==> config.mk <==
export PLATFORM = sky130hd
export DESIGN_NAME = fadd_arbiter_flat
export DESIGN_NICKNAME = d
export VERILOG_FILES = /design/src/rtl/fadd_arbiter_pkg.sv /design/src/rtl/fadd_arbiter_if.sv /design/src/rtl/fadd_arbiter_rr_arbiter.sv /design/src/rtl/fadd_arbiter.sv /design/src/flat_wrapper.sv
export SDC_FILE = /design/constraint.sdc
export NUM_CORES = 1
export LEC_CHECK = 0
export CORE_AREA = 2 2 167 169
export DETAILED_ROUTE_END_ITERATION = 16
export DIE_AREA = 0 0 169 171
export GPL_TIMING_DRIVEN = 0
export SLEW_MARGIN = 15
export SYNTH_ARGS = -nofsm -noshare
export SYNTH_HDL_FRONTEND = slang
export SYNTH_HIERARCHICAL = 1
export SYNTH_SLANG_ARGS = --single-unit
==> constraint.sdc <==
create_clock -name clk -period 10 [get_ports clk]
set_input_delay 2 -clock clk [delete_from_list [all_inputs] [get_ports clk]]
set_output_delay 2 -clock clk [all_outputs]
set_load 0.02 [all_outputs]
==> src/rtl/fadd_arbiter_pkg.sv <==
// Shared types and constants for the FP-add arbiter.
//   state_t  : arbiter FSM states
//   FLAG_*   : 2-bit result status codes
//   QNAN_32  : result returned when the adder never answers
package fadd_arb_pkg;

  typedef enum logic [1:0] {
    IDLE  = 2'd0,
    ISSUE = 2'd1,
    WAIT  = 2'd2,
    RESP  = 2'd3
  } state_t;

  localparam logic [1:0]  FLAG_REGULAR   = 2'b00;
  localparam logic [1:0]  FLAG_OVERFLOW  = 2'b01;
  localparam logic [1:0]  FLAG_UNDERFLOW = 2'b10;
  localparam logic [1:0]  FLAG_INVALID   = 2'b11;
  localparam logic [31:0] QNAN_32        = 32'h7FC0_0000;

endpackage

==> src/rtl/fadd_arbiter_if.sv <==
// Requester + adder bus of the FP-add arbiter.
//   req_valid/req_x/req_y/req_ready : per-requester operation request
//   rsp_valid/rsp_ready/rsp_z/rsp_flag : per-requester result return
//   fu_start/fu_x/fu_y/fu_done/fu_z/fu_flag : external adder link
// slave = arbiter side, master = requesters and adder side.
interface fadd_arbiter_if #(
  parameter int N_REQ = 4
);
  logic [N_REQ-1:0]       req_valid;
  logic [N_REQ-1:0][31:0] req_x;
  logic [N_REQ-1:0][31:0] req_y;
  logic [N_REQ-1:0]       req_ready;
  logic [N_REQ-1:0]       rsp_valid;
  logic [N_REQ-1:0]       rsp_ready;
  logic [31:0]            rsp_z;
  logic [1:0]             rsp_flag;
  logic                   fu_start;
  logic [31:0]            fu_x;
  logic [31:0]            fu_y;
  logic                   fu_done;
  logic [31:0]            fu_z;
  logic [1:0]             fu_flag;

  modport slave (
    input  req_valid, req_x, req_y, rsp_ready, fu_done, fu_z, fu_flag,
    output req_ready, rsp_valid, rsp_z, rsp_flag, fu_start, fu_x, fu_y
  );

  modport master (
    output req_valid, req_x, req_y, rsp_ready, fu_done, fu_z, fu_flag,
    input  req_ready, rsp_valid, rsp_z, rsp_flag, fu_start, fu_x, fu_y
  );
endinterface

==> src/rtl/fadd_arbiter_rr_arbiter.sv <==
// Combinational round-robin pick.
//   req        : request vector
//   last_grant : index granted last
//   gnt        : one-hot grant (zero when no request)
//   gnt_idx    : index of gnt
module rr_arbiter #(
  parameter int N_REQ = 4,
  parameter int IDX_W = 2
) (
  input  logic [N_REQ-1:0] req,
  input  logic [IDX_W-1:0] last_grant,
  output logic [N_REQ-1:0] gnt,
  output logic [IDX_W-1:0] gnt_idx
);
  logic [IDX_W-1:0] p;

  // Scan offsets from farthest to nearest; the nearest hit after
  // last_grant is written last and therefore wins.
  always_comb begin
    gnt     = '0;
    gnt_idx = '0;
    p       = '0;
    for (int k = N_REQ; k >= 1; k--) begin
      p = IDX_W'((int'(last_grant) + k) % N_REQ);
      if (req[p]) begin
        gnt    = '0;
        gnt[p] = 1'b1;
        gnt_idx = p;
      end
    end
  end
endmodule

==> src/rtl/fadd_arbiter.sv <==
// Shares one external FP adder between N_REQ requesters, one op at a time.
//   clk, rst    : clock, async active-low reset
//   bus         : requester/response/adder signals (slave side)
//   busy        : FSM not in IDLE
//   timeout_err : sticky, set when the adder fails to answer in time
//   ops_done    : wrapping count of completed responses
module fadd_arbiter
  import fadd_arb_pkg::*;
#(
  parameter int N_REQ   = 4,
  parameter int TIMEOUT = 64
) (
  input  logic          clk,
  input  logic          rst,
  fadd_arbiter_if.slave bus,
  output logic          busy,
  output logic          timeout_err,
  output logic [15:0]   ops_done
);
  localparam int IDX_W = (N_REQ > 1) ? $clog2(N_REQ) : 1;
  localparam int CNT_W = (TIMEOUT > 2) ? $clog2(TIMEOUT) : 1;
  localparam logic [N_REQ-1:0] ONE = {{(N_REQ-1){1'b0}}, 1'b1};

  state_t           state;
  logic [IDX_W-1:0] last_grant;
  logic [IDX_W-1:0] cur;
  logic [IDX_W-1:0] gidx;
  logic [N_REQ-1:0] gnt;
  logic [CNT_W-1:0] wait_cnt;
  logic             rsp_hs;
  logic             to_hit;

  rr_arbiter #(.N_REQ(N_REQ), .IDX_W(IDX_W)) u_rr (
    .req        (bus.req_valid),
    .last_grant (last_grant),
    .gnt        (gnt),
    .gnt_idx    (gidx)
  );

  // Grant only from IDLE and never while reset is held.
  assign bus.req_ready = (state == IDLE && rst) ? gnt : '0;
  assign busy          = (state != IDLE);
  // rsp_valid is one-hot on the granted index, so other rsp_ready bits drop out.
  assign rsp_hs        = |(bus.rsp_valid & bus.rsp_ready);
  // This cycle's increment brings the counter to TIMEOUT-1.
  assign to_hit        = (wait_cnt == CNT_W'(TIMEOUT - 2));

  always_ff @(posedge clk or negedge rst) begin
    if (!rst) begin
      state         <= IDLE;
      last_grant    <= IDX_W'(N_REQ - 1);
      cur           <= '0;
      wait_cnt      <= '0;
      bus.fu_start  <= 1'b0;
      bus.fu_x      <= '0;
      bus.fu_y      <= '0;
      bus.rsp_valid <= '0;
      bus.rsp_z     <= '0;
      bus.rsp_flag  <= FLAG_REGULAR;
      timeout_err   <= 1'b0;
      ops_done      <= '0;
    end else begin
      case (state)
        IDLE: if (|bus.req_valid) begin
          cur          <= gidx;
          bus.fu_x     <= bus.req_x[gidx];
          bus.fu_y     <= bus.req_y[gidx];
          bus.fu_start <= 1'b1;
          state        <= ISSUE;
        end
        ISSUE: begin
          bus.fu_start <= 1'b0;
          wait_cnt     <= '0;
          state        <= WAIT;
        end
        WAIT: begin
          if (bus.fu_done) begin
            // adder answer beats a coincident timeout
            bus.rsp_z     <= bus.fu_z;
            bus.rsp_flag  <= bus.fu_flag;
            bus.rsp_valid <= ONE << cur;
            state         <= RESP;
          end else begin
            wait_cnt <= wait_cnt + CNT_W'(1);
            if (to_hit) begin
              bus.rsp_z     <= QNAN_32;
              bus.rsp_flag  <= FLAG_INVALID;
              bus.rsp_valid <= ONE << cur;
              timeout_err   <= 1'b1;
              state         <= RESP;
            end
          end
        end
        RESP: if (rsp_hs) begin
          bus.rsp_valid <= '0;
          last_grant    <= cur;
          ops_done      <= ops_done + 16'd1;
          state         <= IDLE;
        end
        default: state <= IDLE;
      endcase
    end
  end
endmodule

==> src/flat_wrapper.sv <==
// flat-port wrapper written by rule: the top's interface ports become plain ports
module fadd_arbiter_flat import fadd_arb_pkg::*;
#(
  parameter int N_REQ   = 4,
  parameter int TIMEOUT = 64
)
  (clk, rst, busy, timeout_err, ops_done, bus_req_valid, bus_req_x, bus_req_y, bus_rsp_ready, bus_fu_done, bus_fu_z, bus_fu_flag, bus_req_ready, bus_rsp_valid, bus_rsp_z, bus_rsp_flag, bus_fu_start, bus_fu_x, bus_fu_y);
  fadd_arbiter_if #(.N_REQ(N_REQ)) bus_i ();
  input  logic clk;
  input  logic rst;
  output logic busy;
  output logic timeout_err;
  output logic [15:0] ops_done;
  input wire logic [$bits(bus_i.req_valid)-1:0] bus_req_valid;
  input wire logic [$bits(bus_i.req_x)-1:0] bus_req_x;
  input wire logic [$bits(bus_i.req_y)-1:0] bus_req_y;
  input wire logic [$bits(bus_i.rsp_ready)-1:0] bus_rsp_ready;
  input wire logic [$bits(bus_i.fu_done)-1:0] bus_fu_done;
  input wire logic [$bits(bus_i.fu_z)-1:0] bus_fu_z;
  input wire logic [$bits(bus_i.fu_flag)-1:0] bus_fu_flag;
  output wire logic [$bits(bus_i.req_ready)-1:0] bus_req_ready;
  output wire logic [$bits(bus_i.rsp_valid)-1:0] bus_rsp_valid;
  output wire logic [$bits(bus_i.rsp_z)-1:0] bus_rsp_z;
  output wire logic [$bits(bus_i.rsp_flag)-1:0] bus_rsp_flag;
  output wire logic [$bits(bus_i.fu_start)-1:0] bus_fu_start;
  output wire logic [$bits(bus_i.fu_x)-1:0] bus_fu_x;
  output wire logic [$bits(bus_i.fu_y)-1:0] bus_fu_y;
  assign bus_i.req_valid = bus_req_valid;
  assign bus_i.req_x = bus_req_x;
  assign bus_i.req_y = bus_req_y;
  assign bus_i.rsp_ready = bus_rsp_ready;
  assign bus_i.fu_done = bus_fu_done;
  assign bus_i.fu_z = bus_fu_z;
  assign bus_i.fu_flag = bus_fu_flag;
  assign bus_req_ready = bus_i.req_ready;
  assign bus_rsp_valid = bus_i.rsp_valid;
  assign bus_rsp_z = bus_i.rsp_z;
  assign bus_rsp_flag = bus_i.rsp_flag;
  assign bus_fu_start = bus_i.fu_start;
  assign bus_fu_x = bus_i.fu_x;
  assign bus_fu_y = bus_i.fu_y;
  fadd_arbiter #(.N_REQ(N_REQ), .TIMEOUT(TIMEOUT)) u_core (.clk(clk), .rst(rst), .bus(bus_i), .busy(busy), .timeout_err(timeout_err), .ops_done(ops_done));
endmodule
# Yosys cells after proc, flatten, opt, wreduce, memory -nomap -nowiden
# Cells that the tools add are included.
# word_totals
ff_bits	132
in_bits	301
out_inout_bits	125
elab_cells	104
# classes
n_addsub	6
order_cmp	9
n_eq_ne	8
shifts	1
mux	45
bitwise_logic	2
n_reduce_logical	21
# ops
cell	count
$bmux W32 S2	2
$mux W32	4
$mux W4	8
$mux W2	9
$add A16 B1 Y16 const B	1
$lt A2 B3 Y1 const B	5
$pmux W6 S2	1
$reduce_and A2 Y1	5
$reduce_bool A2 Y1	5
$mux W1	9
$reduce_and A3 Y1	3
$bmux W1 S2	4
$demux W1 S2	4
$ge A2 B1 Y1 const B	4
$pmux W2 S4	1
$pmux W4 S2	1
$reduce_or A4 Y1	2
$add A6 B1 Y6 const B	1
$eq A6 B6 Y1 const B	1
$mux W6	1
$logic_and A1 B1 Y1	5
$add A2 B1 Y2 const B	2
$add A2 B2 Y2 const B	2
$and A4 B4 Y4	1
9 further kinds	11

# Longest topological paths before layout
# Gate-level depths: netlist (run 1).
# depth
word_depth	10
depth_mapped	11
ltp_nobuf	8

# Modules after synthesis
# The synthesis (run 1) kept the hierarchy.
# by_module_without_submodules
module	n_inst	cells_each	area_each_um2	seq_area_each_um2
fadd_arbiter	1	443	6811.5	3305.7
rr_arbiter	1	57	425.4	0.0

# Worst setup path after synthesis (run 1)
# Ideal clock, no wire load.
# synth_timing
kind	input port to output port
from	input port bus_req_valid[0]
to	output port bus_req_ready[0]
arrival_time_ns	3.200
required_ns	8.000
setup_slack_ns	4.800
cell_stages	4
n_path_buf	0
cell_sequence	mux4_2 > nand4b_1 > a41oi_1 > and3_1
# synth_between
elab_chain_len	7
elab_cells_between_ends	13
classes_between	13 x mux
# synth_lines
item	line	text
from (decl)	flat_wrapper.sv:14	input wire logic [$bits(bus_i.req_valid)-1:0] bus_req_valid;
$bmux W1 S2	fadd_arbiter_rr_arbiter.sv:25	if (req[p]) begin
$mux W1 (implied by the code)	fadd_arbiter_rr_arbiter.sv:25	
$mux W4 (3 in a row)	fadd_arbiter_rr_arbiter.sv:25	
$mux W4 (*)	fadd_arbiter_rr_arbiter.sv:25	
named net u_core.gnt[0]	fadd_arbiter.sv:28	logic [N_REQ-1:0] gnt;
$mux W4 (*)	fadd_arbiter.sv:41	assign bus.req_ready = (state == IDLE && rst) ? gnt : '0;
to (decl)	flat_wrapper.sv:21	output wire logic [$bits(bus_i.req_ready)-1:0] bus_req_ready;
# The timed path passes the listed nets; every way through them passes the cells marked *. The select of a mux whose other input is x is not followed.

# Worst setup path in the final report (run 1)
# layout_timing
from	input port bus_req_valid[0]
to	output port bus_req_ready[3]
# Same word-level chain as after synthesis.

==> metrics.yaml, run 1 <==
place.gp.congestion: 0.813
clkTransAtPathRegs_ns: 0.06
syn_inst: 500
finalInstanceArea_um2: 12600
required_ns: 8.00
finalSetupViolations: 0
drv_cap: 0
antenna_found_initial: 3
finalPower_uw: 3950
core_area_um2: 27300
clk_latency_ns: 0.42
drc: 0
period_share_pct: 64.9
p_clk_share_pct: 15.9
yosys_most_used_dff: "dfrtp_1"
syn-num-nets: 815
p_per_area_nw_per_um2: 314
ctsHoldBuffers: 0
vias_per_cell: 4.78
rows: 61
yosysWarnings: 6
wl_met2_um: 13800
hold_class: "register to register"
drive_gt1_share_pct: 21.5
fin_nets: 1260
die_x_um: 169
hold_path_depth: 1
cts_root_buf: "clkbuf_16"
cts.sinks: 132
status: "completed"
cts_buffers: 17
grt_pass1_wl_um: 38600
grt_overflow: 0
wl_per_cell_um: 20.8
p_int_uw: 2450
crit_type: "input port to primary output"
hpwl_um: 22000
grt_pass1_vias: 6429
relSlewSlack_pct: 44.5
cts_tree: "yes"
area_growth_pct: 73.5
fmax_ghz: 0.154
io_buffers: 425
ant_nets: 0
synth-edff-count: 0
die_area_um2: 28900
async_flop_share_pct: 100
grt_max_degree: 86
placedInstanceArea_um2: 12000
clock_path_buffers: 2
highest_layer: "met5"
power_frac_comb_pct: 60.6
die_h_um: 171
fin_cells: 1305
post-route-min-period_ns: 6.49
post_cts_buffers: 0
grt_usage_pct: 18.0
ys_seq_area_share_pct: 45.7
vdd_drop_max_mv: 0.111
grt_setup_unrepaired: "no"
critPathArrivalTime_ns: 4.49
critPathMaxFanout: 9
reg2regPathDepth: 11
post-place-cells: 1272
finClkSkew_ns: 0.0124
leakagePower_uw: 0.00502
worstMarginPinSlew_ns: 0.832
yosys_register_bits: 132
synth.avg_cell_area_um2: 14.5
met3_length_um: 1870
p_seq_share_pct: 23.5
cp-start-kind: "input port"
cts-htree-levels: 4
p_sw_uw: 1500
cp-end-kind: "primary output"
initial_core_util_pct: 26.5
ys_types: 45
cts-resized-gates: 0
dr.first_iter.drc_count: 377
layout_common_cells: "clkdlybuf4s50_1, dfrtp_1, mux2_2"
netSwitchingFraction_pct: 37.9
pin_count: 426
layout_commonest_cell: "clkdlybuf4s50_1"
final_max_slew_viol_count: 0
hold_violations: 0
num_vias: 6244
drt-met1-wl_um: 11000
first_pass_iters: 4
fin_hold_ws_ns: 0.457
totalWireLength_um: 27100
syn-cell-area_um2: 7240
[cell families after synthesis]
kind of cell	Yosys count	synth area share, %
xor+xnor	16	1.94
flops	132	45.7
compound gates	69	7.52
buf+inv	41	3.37
simple gates	82	6.26
fa+ha+maj	14	2.42
mux	146	32.8
[Yosys cell counts, types with 6 or more instances]
cell      instances  area share, %
a22o_1           25            3.0
inv_1             9           0.47
xor2_1           11            1.3
and3_1           10           0.86
nand2_1          16           0.83
o22a_1           11            1.3
nand3_1          15            1.0
nor2_1            9           0.47
mux2_2           77             12
nor3_1            6           0.41
ha_1             14            2.4
clkbuf_1         10           0.52
buf_2            11           0.76
buf_6            10            1.6
mux4_2           65             20
o21ai_0          10           0.69
dfrtp_1         130             45
[worst max-delay path, stage by stage]
cell and delay, ns:
clkdlybuf4s50_1 0.64, or3b_2 0.47, nand3_1 0.17, nand4b_1 0.14, a41oi_1 0.26, and3_1 0.19
clkdlybuf4s50_1 0.61
[path summary, 6_finish.rpt]
kind,from,endpoint,slack [ns]
min in group asynchronous,rst,u_core/bus.fu_x[18],1.48
hold reg to reg,u_core/timeout_err,u_core/timeout_err,0.46
setup reg to reg,u_core/last_grant[0],u_core/bus.fu_x[5],6.07
hold / removal,u_core/timeout_err,u_core/timeout_err,0.46
setup / recovery,bus_req_valid[0],bus_req_ready[3],3.51
max in group asynchronous,rst,u_core/bus.rsp_z[31],7.74
[metrics by stage]
stage | setup TNS, ns | setup slack (ns) | utilization (%)
2_1_floorplan | 0 | 4.80 | -
3_3_place_gp | -1.65 | -0.427 | 43.6
3_5_place_dp | 0 | 3.53 | 43.8
4_1_cts | 0 | 3.53 | 45.9
5_1_grt | 0 | 3.35 | 46.0
6_report | 0 | 3.51 | 46.0
[routing by layer]
layer  GRT usage [%]  up-vias
met5               0        -
met4            4.50        4
met3            5.00       19
met2            30.9      268
met1            22.6     3097
li1                -     2856
[registers in the layout, indices dropped and copies added (netlist names)]
register	flops
u_core/wait_cnt	6
u_core/cur	2
u_core/ops_done	16
u_core/last_grant	2
u_core/state	2
u_core/bus.fu_start	1
u_core/bus.rsp_flag	2
u_core/bus.fu_x	32
u_core/bus.fu_y	32
u_core/bus.rsp_z	32
u_core/timeout_err	1
u_core/bus.rsp_valid	4
[layout make-up]
cell class	count	area, µm²
Antenna cell	1	2.50
Buffer	32	210
Clock buffer	21	470
Clock inverter	11	126
Fill cell	2550	14800
Inverter	9	33.8
Multi-Input combinational cell	327	3690
Sequential cell	132	3310
Tap cell	346	433
Timing Repair Buffer	426	4290
[power by group through the flow]
stage               clock [µW]  sequential (µW)  combinational [µW]
finish                     630              927                2390
global route               678              961                2560
CTS                        649              929                2430
detailed placement           0              934                2430
global placement             0              927                2420
floorplan                    0             1180                1230
No activity file was read; power rests on OpenSTA's default activity.
==> run 2, diff against run 1 <==
--- a/config.mk
+++ b/config.mk
@@ -5,9 +5,9 @@
 export SDC_FILE = /design/constraint.sdc
 export NUM_CORES = 1
 export LEC_CHECK = 0
-export CORE_AREA = 2 2 167 169
+export CORE_AREA = 2 2 165 167
 export DETAILED_ROUTE_END_ITERATION = 16
-export DIE_AREA = 0 0 169 171
+export DIE_AREA = 0 0 167 169
 export GPL_TIMING_DRIVEN = 0
 export SLEW_MARGIN = 15
 export SYNTH_ARGS = -nofsm -noshare
==> constraint.sdc (replaced) <==
create_clock -name clk -period 5.6 [get_ports clk]
set_input_delay 1.12 -clock clk [delete_from_list [all_inputs] [get_ports clk]]
set_output_delay 1.12 -clock clk [all_outputs]
set_load 0.02 [all_outputs]
==> run 2 against run 1 <==
Net effect:
- hold slack better by 0.014 ns
- count of clock-buffer cells in the layout down 3
- core utilization rose by 1.4 points
- flip-flop and latch count did not move
- combinational power grew 78%
- critical endpoint is now bus_req_ready[0]
- largest power group unchanged
==> metrics.yaml, run 2 (synthesis gave the netlist of run 1 again) <==
io_buffers: 425  # unchanged
crit_type: "register to primary output"  # was input port to primary output
grt_pass1_vias: 6683  # was 6429
reg2regPathDepth: 11  # unchanged
vias_per_cell: 4.85  # was 4.78
cts-htree-levels: 4  # unchanged
drv_cap: 0  # unchanged
required_ns: 4.48  # was 8.00 ns
final_max_slew_viol_count: 0  # unchanged
drc: 0  # unchanged
wl_per_cell_um: 21.0  # was 20.8 µm
cts-resized-gates: 0  # unchanged
grt_overflow: 0  # unchanged
core_area_um2: 26500  # was 27300 µm²
place.gp.congestion: 0.809  # was 0.813
period_share_pct: 86.1
cts_root_buf: "clkbuf_16"  # unchanged
grt_max_degree: 89  # was 86
cts.sinks: 132  # unchanged
crit_start: "u_core/last_grant[0]"  # was bus_req_valid[0]
post-place-cells: 1267  # was 1272
highest_layer: "met4"  # was met5
tns_ns: 0  # unchanged
antenna_found_initial: 0  # was 3
path_buf_inv: 3  # was 2
critPathArrivalTime_ns: 3.70  # was 4.49 ns
num_vias: 6296  # was 6244
cp-end-kind: "primary output"  # unchanged
hold_class: "register to register"  # unchanged
num-fill-cells: 2432  # was 2550
relSlewSlack_pct: 44.7  # was 44.5%
clk_latency_ns: 0.42  # about the same
rows: 60  # was 61
totalWireLength_um: 27300  # was 27100 µm
cpPeakStageDelay_ns: 0.64  # about the same
drive_gt1_share_pct: 21.6  # was 21.5%
clock_path_buffers: 2  # unchanged
final_util_pct: 47.4  # was 46.0%
r2r-end: "u_core/bus.fu_x[7]"  # was u_core/bus.fu_x[5]
fin_ws_ns: 0.777  # was 3.51 ns
layout_common_cells: "clkdlybuf4s50_1, dfrtp_1, mux2_2"  # unchanged
status: "completed"  # unchanged
first_pass_iters: 6  # was 4
finClkSkew_ns: 0.0155  # was 0.0124 ns
fmax_ghz: 0.207
ctsHoldBuffers: 0  # unchanged
critical_path_depth: 8  # was 7
cts_tree: "yes"  # unchanged
die_x_um: 167  # was 169 µm
crit_slowest_cell: "clkdlybuf4s50_1"  # unchanged
area_growth_pct: 73.4  # was 73.5%
hpwl_um: 22000  # about the same
fin_cells: 1299  # was 1305
worstMarginPinSlew_ns: 0.830  # was 0.832 ns
reg2reg_slack_ns: 1.60  # was 6.07 ns
cp-endpoint: "bus_req_ready[0]"  # was bus_req_ready[3]
cp-start-kind: "register"  # was input port
dr.first_iter.drc_count: 407  # was 377
leakagePower_uw: 0.00502  # about the same
initial_core_util_pct: 27.3  # was 26.5%
reg_top3: "u_core/bus.fu_x: 32 flops, u_core/bus.fu_y: 32 flops, u_core/bus.rsp_z: 32 flops"  # unchanged
hold_path_depth: 1  # unchanged
drt-met1-wl_um: 10900  # was 11000 µm
grt_setup_unrepaired: "no"  # unchanged
pin_count: 426  # unchanged
layout_commonest_cell: "clkdlybuf4s50_1"  # unchanged
dp_slack_ns: 0.904  # was 3.53 ns
crit_chain: "buf_2 > inv_1 > ha_1 > mux4_2 > nand4b_1 > a41oi_1 > and3_1 > clkdlybuf4s50_1"  # was clkdlybuf4s50_1 > or3b_2 > nand3_1 > nand4b_1 > a41oi_1 > and3_1 > clkdlybuf4s50_1
post_cts_buffers: 0  # unchanged
n_antenna_cell: 0  # was 1
hold_violations: 0  # unchanged
post-route-min-period_ns: 4.82
grt_pass1_wl_um: 40600  # was 38600 µm
wl_met2_um: 13900  # was 13800 µm
fin_nets: 1260  # unchanged
rr_startpoint: "u_core/last_grant[0]"  # unchanged
ant_nets: 0  # unchanged
critPathTopFamily: "buffers and inverters"  # unchanged
seq_area_um2: 3310  # unchanged
critPathMaxFanout: 10  # was 9
met3_length_um: 1960  # was 1870 µm
die_area_um2: 28200  # was 28900 µm²
clkTransAtPathRegs_ns: 0.06  # about the same
die_h_um: 169  # was 171 µm
cts_buffers: 17  # unchanged
multi_input_area_um2: 3690  # unchanged
vdd_drop_max_mv: 0.228  # was 0.111 mV
p_per_area_nw_per_um2: 563  # was 314 nW/µm²
grt_usage_pct: 19.1  # was 18.0%
finalSetupViolations: 0  # unchanged
run 2: cell count changes in the layout (fill, tap and decap cells not counted):
cell / previous run / this run
clkinv_4: 2 / 1
clkbuf_8: 3 / 1
diode_2: 1 / 0
clkbuf_1: 11 / 10
inv_8: 0 / 1
inv_6: 1 / 6
clkinv_2: 2 / 0
run 2: where the power goes:
group	internal (µW)	total, µW	switching, µW	leakage [µW]
Clock	680	1140	464	0.000283
Combinational	2290	4260	1960	0.00313
Sequential	1390	1660	270	0.00160
Total	4360	7060	2700	0.00502
run 2: per-layer routing:
| metal | vias to the layer above | global-route usage [%] |
|---|---|---|
| met5 | - | 0 |
| met4 | 0 | 5.85 |
| met3 | 36 | 5.14 |
| met2 | 275 | 33.1 |
| met1 | 3129 | 23.2 |
| li1 | 2856 | - |
run 2: worst min path at each step:
stage / startpoint / to / slack, ns
floorplan: u_core/wait_cnt[4] / u_core/wait_cnt[4] / 0.45
global placement: u_core/timeout_err / u_core/timeout_err / 0.44
detailed placement: u_core/ops_done[15] / u_core/ops_done[15] / 0.46
CTS: u_core/ops_done[15] / u_core/ops_done[15] / 0.47
global route: u_core/ops_done[15] / u_core/ops_done[15] / 0.48
finish: u_core/ops_done[15] / u_core/ops_done[15] / 0.47
run 2: worst reg2reg max path, delay by kind of cell, from the launching register on:
kind            cells  cell delay [ns]
buf+inv             4             0.88
flops               1             0.62
mux                 4             1.63
fa+ha+maj           1             0.40
compound gates      2             0.35
run 2: through the flow:
step	hold WS (ns)	area [µm²]	total power [µW]
final	0.471	12600	7060
after global placement	0.443	11900	5970
after CTS	0.474	12600	7180
after detailed placement	0.461	12000	6000
after global routing	0.482	12600	7500
after floorplan	0.450	7240	4290
run 2: layout make-up:
class | instances | share of cell area (%)
well taps | 341 | 3.40
clock buffers | 18 | 3.50
multi-input cells | 327 | 29.4
flip-flops and latches | 132 | 26.3
repair buffers | 426 | 34.2
inverters | 9 | 0.269
clock inverters | 14 | 1.30
plain buffers | 32 | 1.67
==> run 3, diff against run 2 <==
==> constraint.sdc (replaced) <==
create_clock -name clk -period 4.2 [get_ports clk]
set_input_delay 0.84 -clock clk [delete_from_list [all_inputs] [get_ports clk]]
set_output_delay 0.84 -clock clk [all_outputs]
set_load 0.02 [all_outputs]
==> run 3 against run 2 <==
Net effect:
- flip-flop and latch count unchanged
- hold slack got worse by 0.16 ns
- combinational power increased by 34%
- first-iteration DRC count fell by 1.2%
- global-route usage about the same
- non-clock buffer count grew 2
- sequential power rose by 33%
- clock power is 33% higher
- worst setup slack got worse by 0.53 ns
- critical path depth increased by 4
- die area unchanged
- core utilization barely moved
- largest cell class unchanged
- highest routed layer unchanged
==> metrics.yaml, run 3 (synthesis gave the netlist of run 1 again) <==
status: "completed"  # unchanged
final_util_pct: 47.4  # about the same
rr_startpoint: "u_core/last_grant[1]"  # was u_core/last_grant[0]
post-route-min-period_ns: 3.95
cts_buffers: 17  # unchanged
grt_pass1_vias: 6700  # was 6683
die_x_um: 167  # unchanged
placedInstanceArea_um2: 12000  # unchanged
finalSetupViolations: 0  # unchanged
p_clk_share_pct: 16.1  # was 16.2%
drc: 0  # unchanged
wl_per_cell_um: 21.0  # about the same
critPathArrivalTime_ns: 4.24  # was 3.70 ns
grt_overflow: 0  # unchanged
dp_slack_ns: 0.0636  # was 0.904 ns
layout_commonest_cell: "clkdlybuf4s50_1"  # unchanged
period_share_pct: 94.0
die_area_um2: 28200  # unchanged
required_ns: 4.49  # was 4.48 ns
p_seq_share_pct: 23.4  # was 23.5%
num-fill-cells: 2434  # was 2432
reg_top3: "u_core/bus.fu_x: 32 flops, u_core/bus.fu_y: 32 flops, u_core/bus.rsp_z: 32 flops"  # unchanged
drv_cap: 0  # unchanged
antenna_found_initial: 0  # unchanged
cpPeakStageDelay_ns: 0.58  # was 0.64 ns
post-place-cells: 1267  # unchanged
grt_pass1_wl_um: 40600  # about the same
power_frac_comb_pct: 60.4  # was 60.3%
num_vias: 6316  # was 6296
fin_cells: 1301  # was 1299
worstMarginPinSlew_ns: 0.827  # was 0.830 ns
crit_slowest_cell: "dfstp_2"  # was clkdlybuf4s50_1
first_pass_iters: 6  # unchanged
drive_gt1_share_pct: 22.3  # was 21.6%
cts.sinks: 132  # unchanged
clk_latency_ns: 0.42  # about the same
clock_path_buffers: 2  # unchanged
cts_tree: "yes"  # unchanged
cts_root_buf: "clkbuf_16"  # unchanged
initial_core_util_pct: 27.3  # unchanged
io_buffers: 425  # unchanged
critPathMaxFanout: 10  # unchanged
finClkSkew_ns: 0.0148  # was 0.0155 ns
grt_max_degree: 89  # unchanged
fin_nets: 1262  # was 1260
clkTransAtPathRegs_ns: 0.07  # was 0.06 ns
place.gp.congestion: 0.809  # unchanged
vias_per_cell: 4.85  # about the same
fmax_ghz: 0.253
dr.first_iter.drc_count: 402  # was 407
netSwitchingFraction_pct: 38.1  # was 38.2%
die_h_um: 169  # unchanged
cp-end-kind: "register"  # was primary output
p_int_uw: 5840  # was 4360 µW
area_growth_pct: 73.6  # was 73.4%
finalInstanceArea_um2: 12600  # about the same
relSlewSlack_pct: 44.8  # was 44.7%
grt_setup_unrepaired: "no"  # unchanged
p_sw_uw: 3600  # was 2700 µW
fin_ws_ns: 0.250  # was 0.777 ns
grt_usage_pct: 19.1  # about the same
pin_count: 426  # unchanged
crit_start: "u_core/last_grant[1]"  # was u_core/last_grant[0]
core_area_um2: 26500  # unchanged
final_max_slew_viol_count: 0  # unchanged
hold_violations: 0  # unchanged
layout_common_cells: "clkdlybuf4s50_1, dfrtp_1, mux2_2"  # unchanged
totalWireLength_um: 27300  # about the same
rows: 60  # unchanged
crit_chain: "clkbuf_4 > inv_1 > ha_2 > mux4_2 > buf_4 > a21oi_1 > o211ai_1 > o21ai_0 > buf_6 > buf_6 > mux4_2 > mux2_2"  # was buf_2 > inv_1 > ha_1 > mux4_2 > nand4b_1 > a41oi_1 > and3_1 > clkdlybuf4s50_1
vdd_drop_max_mv: 0.303  # was 0.228 mV
cp-start-kind: "register"  # unchanged
cts-htree-levels: 4  # unchanged
crit_type: "register to register"  # was register to primary output
n_antenna_cell: 0  # unchanged
p_per_area_nw_per_um2: 752  # was 563 nW/µm²
hpwl_um: 22000  # unchanged
ant_nets: 0  # unchanged
hold_class: "input port to async pin"  # was register to register
leakagePower_uw: 0.00503  # was 0.00502 µW
-- run 3: final cells by class --
type / count / area [µm²] / area share, %
buffer: 32 / 215 / 1.71
sequential: 132 / 3310 / 26.3
tap: 341 / 427 / 3.40
inverter: 9 / 33.8 / 0.269
timing repair buffer: 428 / 4280 / 34.1
clock buffer: 18 / 439 / 3.50
clock inverter: 14 / 163 / 1.29
multi-input combinational: 327 / 3700 / 29.4
-- run 3: final timing paths --
kind | endpoint | slack, ns | cells past startpoint
worst min-delay path | u_core/bus.fu_x[20] | 0.32 | 1
worst max-delay path | u_core/bus.fu_y[22] | 0.25 | 12
worst max register to register | u_core/bus.fu_y[22] | 0.25 | 12
worst min register to register | u_core/ops_done[15] | 0.47 | 1
max in group asynchronous | u_core/bus.fu_x[6] | 3.10 | 2
min in group clk | u_core/ops_done[15] | 0.47 | 1
-- run 3: stage by stage --
stage	hold WS, ns	setup TNS (ns)	power (µW)
3_3_place_gp	0.443	-467.71	7960
2_1_floorplan	0.450	0	5720
6_report	0.315	0	9440
5_1_grt	0.330	0	10000
3_5_place_dp	0.461	0	8000
4_1_cts	0.315	0	9610
-- run 3: what timing repair did --
action	CTS	global route
cloned	0	0
endpoints found under the hold margin	0	0
resized for setup	7	9
endpoints found under the setup margin	4	4
buffers inserted	2	0
hold buffers	0	0
-- run 3: critical path: cells and delay by family, from the launching register on --
kind,cells,cell delay (ns)
AOI/OAI and AO/OA,3,0.43
adders and majority gates,1,0.40
buffers and inverters,5,1.00
DFF,1,0.58
muxes,3,1.41
-- run 3: power groups by stage --
stage	Clock [µW]	Combinational, µW	Sequential (µW)
2_1_floorplan	0	2920	2800
3_3_place_gp	0	5750	2220
3_5_place_dp	0	5770	2230
4_1_cts	1580	5810	2220
5_1_grt	1640	6110	2300
6_report	1520	5710	2210
-- run 3: per-layer routing --
layer	global-route usage [%]	up-vias	part of all wire, %
met3	5.14	36	7.1
met5	0	-	0
met4	5.85	0	2.2
met1	23.2	3142	40
met2	33.2	277	51
li1	-	2861	-
==> variant (settings of run 2) <==
`TIMEOUT` is set to 64 in 2 places; all go to 128.
--- a/src/rtl/fadd_arbiter.sv
+++ b/src/rtl/fadd_arbiter.sv
@@ -8,7 +8,7 @@
   import fadd_arb_pkg::*;
 #(
   parameter int N_REQ   = 4,
-  parameter int TIMEOUT = 64
+  parameter int TIMEOUT = 128
 ) (
   input  logic          clk,
   input  logic          rst,
--- a/src/flat_wrapper.sv
+++ b/src/flat_wrapper.sv
@@ -2,7 +2,7 @@
 module fadd_arbiter_flat import fadd_arb_pkg::*;
 #(
   parameter int N_REQ   = 4,
-  parameter int TIMEOUT = 64
+  parameter int TIMEOUT = 128
 )
   (clk, rst, busy, timeout_err, ops_done, bus_req_valid, bus_req_x, bus_req_y, bus_rsp_ready, bus_fu_done, bus_fu_z, bus_fu_flag, bus_req_ready, bus_rsp_valid, bus_rsp_z, bus_rsp_flag, bus_fu_start, bus_fu_x, bus_fu_y);
   fadd_arbiter_if #(.N_REQ(N_REQ)) bus_i ();
Formal check against the unedited RTL: no difference found for any inputs over 4 cycles, from zero or initial values and one cycle with rst low; that may be too few to reach the edited logic, so the function may still have changed.
==> variant against run 2 <==
Area after synthesis up 0.71%. Routed wire length fell by 3.1%. Critical endpoint is now bus_req_ready[1]. Worst setup slack lost 0.037 ns. Sequential cell count rose by 1. First-iteration DRC count is 46% lower. Largest cell class unchanged. Largest power group unchanged. Final area rose by 0.16%. Power decreased by 3.8%. Register-to-register slack better by 0.09 ns. Critical path depth did not move.
==> variant: results <==
sta:
  clock.fmax_ghz: 0.206
  fin_worst_skew_ns: 0.0154
  slew_headroom_pct: 54.9
power:
  leakage_uw: 0.00498
  comb_power_share_pct: 59.4
  pg_clk_uw: 1090
  ir_drop_mv: 0.254
  p_comb_uw: 4040
  p_switching_uw: 2600
drt:
  wl_per_cell_um: 20.3
  vias: 6246
  drt-met1-wl_mm: 10.9
  wl_met3_mm: 1.92
  firstDrtPassIters: 4
  wl_met2_mm: 13.3
  wl_mm: 26.5
  routed.top_layer: "met4"
  drtIter0Drc: 220
placement:
  portBuffers: 425
  place_ws_ns: 0.826
  gp_congestion: 0.786
  dp.final_hpwl_mm: 21.4
yosys:
  synthArstFlopShare_pct: 100
  seq_area_frac_synth_pct: 45.7
  synthTopCellsByArea: "dfrtp_1, mux4_2, mux2_2"
  synth_nets: 823
  avgSynthCellArea_sq_um: 14.3
  synthTopCellsByCount: "dfrtp_1, mux2_2, mux4_2"
  synth_cell_types: 51
global_routing:
  grt_pass1_vias: 6532
  grt_pass1_wl_mm: 39.2
  grt_usage_pct: 18.3
  met3_usage_pct: 5.59
  grt_max_degree: 77
  use_met2_pct: 31.3
  use_met1_pct: 22.7
finish:
  multi_input_gates: 333
  seq_cell_count: 133
  antenna_cells: 0
  seq_area_sq_mm: 0.00333
  multi_input_comb_area_sq_mm: 0.00370
  bufAreaShareNonClock_pct: 35.8
  drive_above_1_share_pct: 21.4
  clkCellAreaFrac_pct: 4.54
  fill_cells: 2438
  final_net_count: 1268
  inverters: 10
min_path:
  hold_class: "reg2reg"
worst_setup_path:
  r2r_slack_ns: 1.69
  crit_path_max_fanout: 10
cts:
  clock-root-buffer: "clkbuf_16"
outcome:
  status: "completed"
[variant: cell count changes after synthesis, moves of 4 or more]
| cell | delta |
|---|---|
| nand2_1 | +9 |
| and3_1 | -6 |
| xor2_1 | -5 |
| nor2_1 | +4 |
| nor3_1 | -4 |
| xnor2_1 | +4 |
[variant: logic make-up (layout without fill, tap and decap cells)]
kind of cell             count (synthesis)  in the layout  synth area share, %
multiplexers                           144            144                 32.3
flip-flops                             133            133                 45.7
AND/OR/NAND/NOR                         89             89                 6.51
AO/OA/AOI/OAI                           71             71                 7.81
buffers and inverters                   42            500                 3.50
XOR/XNOR                                15             15                 1.80
adder cells (fa/ha/maj)                 14             14                 2.40
[variant: final timing paths]
kind | depth (start not counted) | from | to
max in group asynchronous | 2 | rst | u_core/last_grant[0]
setup / recovery | 8 | u_core/last_grant[0] | bus_req_ready[1]
setup reg to reg | 11 | u_core/last_grant[0] | u_core/bus.fu_y[24]
hold / removal | 1 | u_core/ops_done[15] | u_core/ops_done[15]
min in group asynchronous | 1 | rst | u_core/bus.rsp_z[20]
hold reg to reg | 1 | u_core/ops_done[15] | u_core/ops_done[15]
[variant: stage by stage]
stage | util [%] | area, sq um | hold slack [ns]
2_1_floorplan | - | 7290 | 0.453
3_3_place_gp | 45.2 | 12000 | 0.447
3_5_place_dp | 45.3 | 12000 | 0.447
4_1_cts | 47.4 | 12600 | 0.473
5_1_grt | 47.4 | 12600 | 0.490
6_report | 47.4 | 12600 | 0.470
[variant: critical path: stages, from the launching register on]
cell,delay (ns)
dfstp_2,0.62
buf_2,0.25
inv_1,0.11
ha_1,0.39
mux4_2,0.63
nand4b_1,0.24
a41oi_1,0.24
and3_1,0.19
clkdlybuf4s50_1,0.65
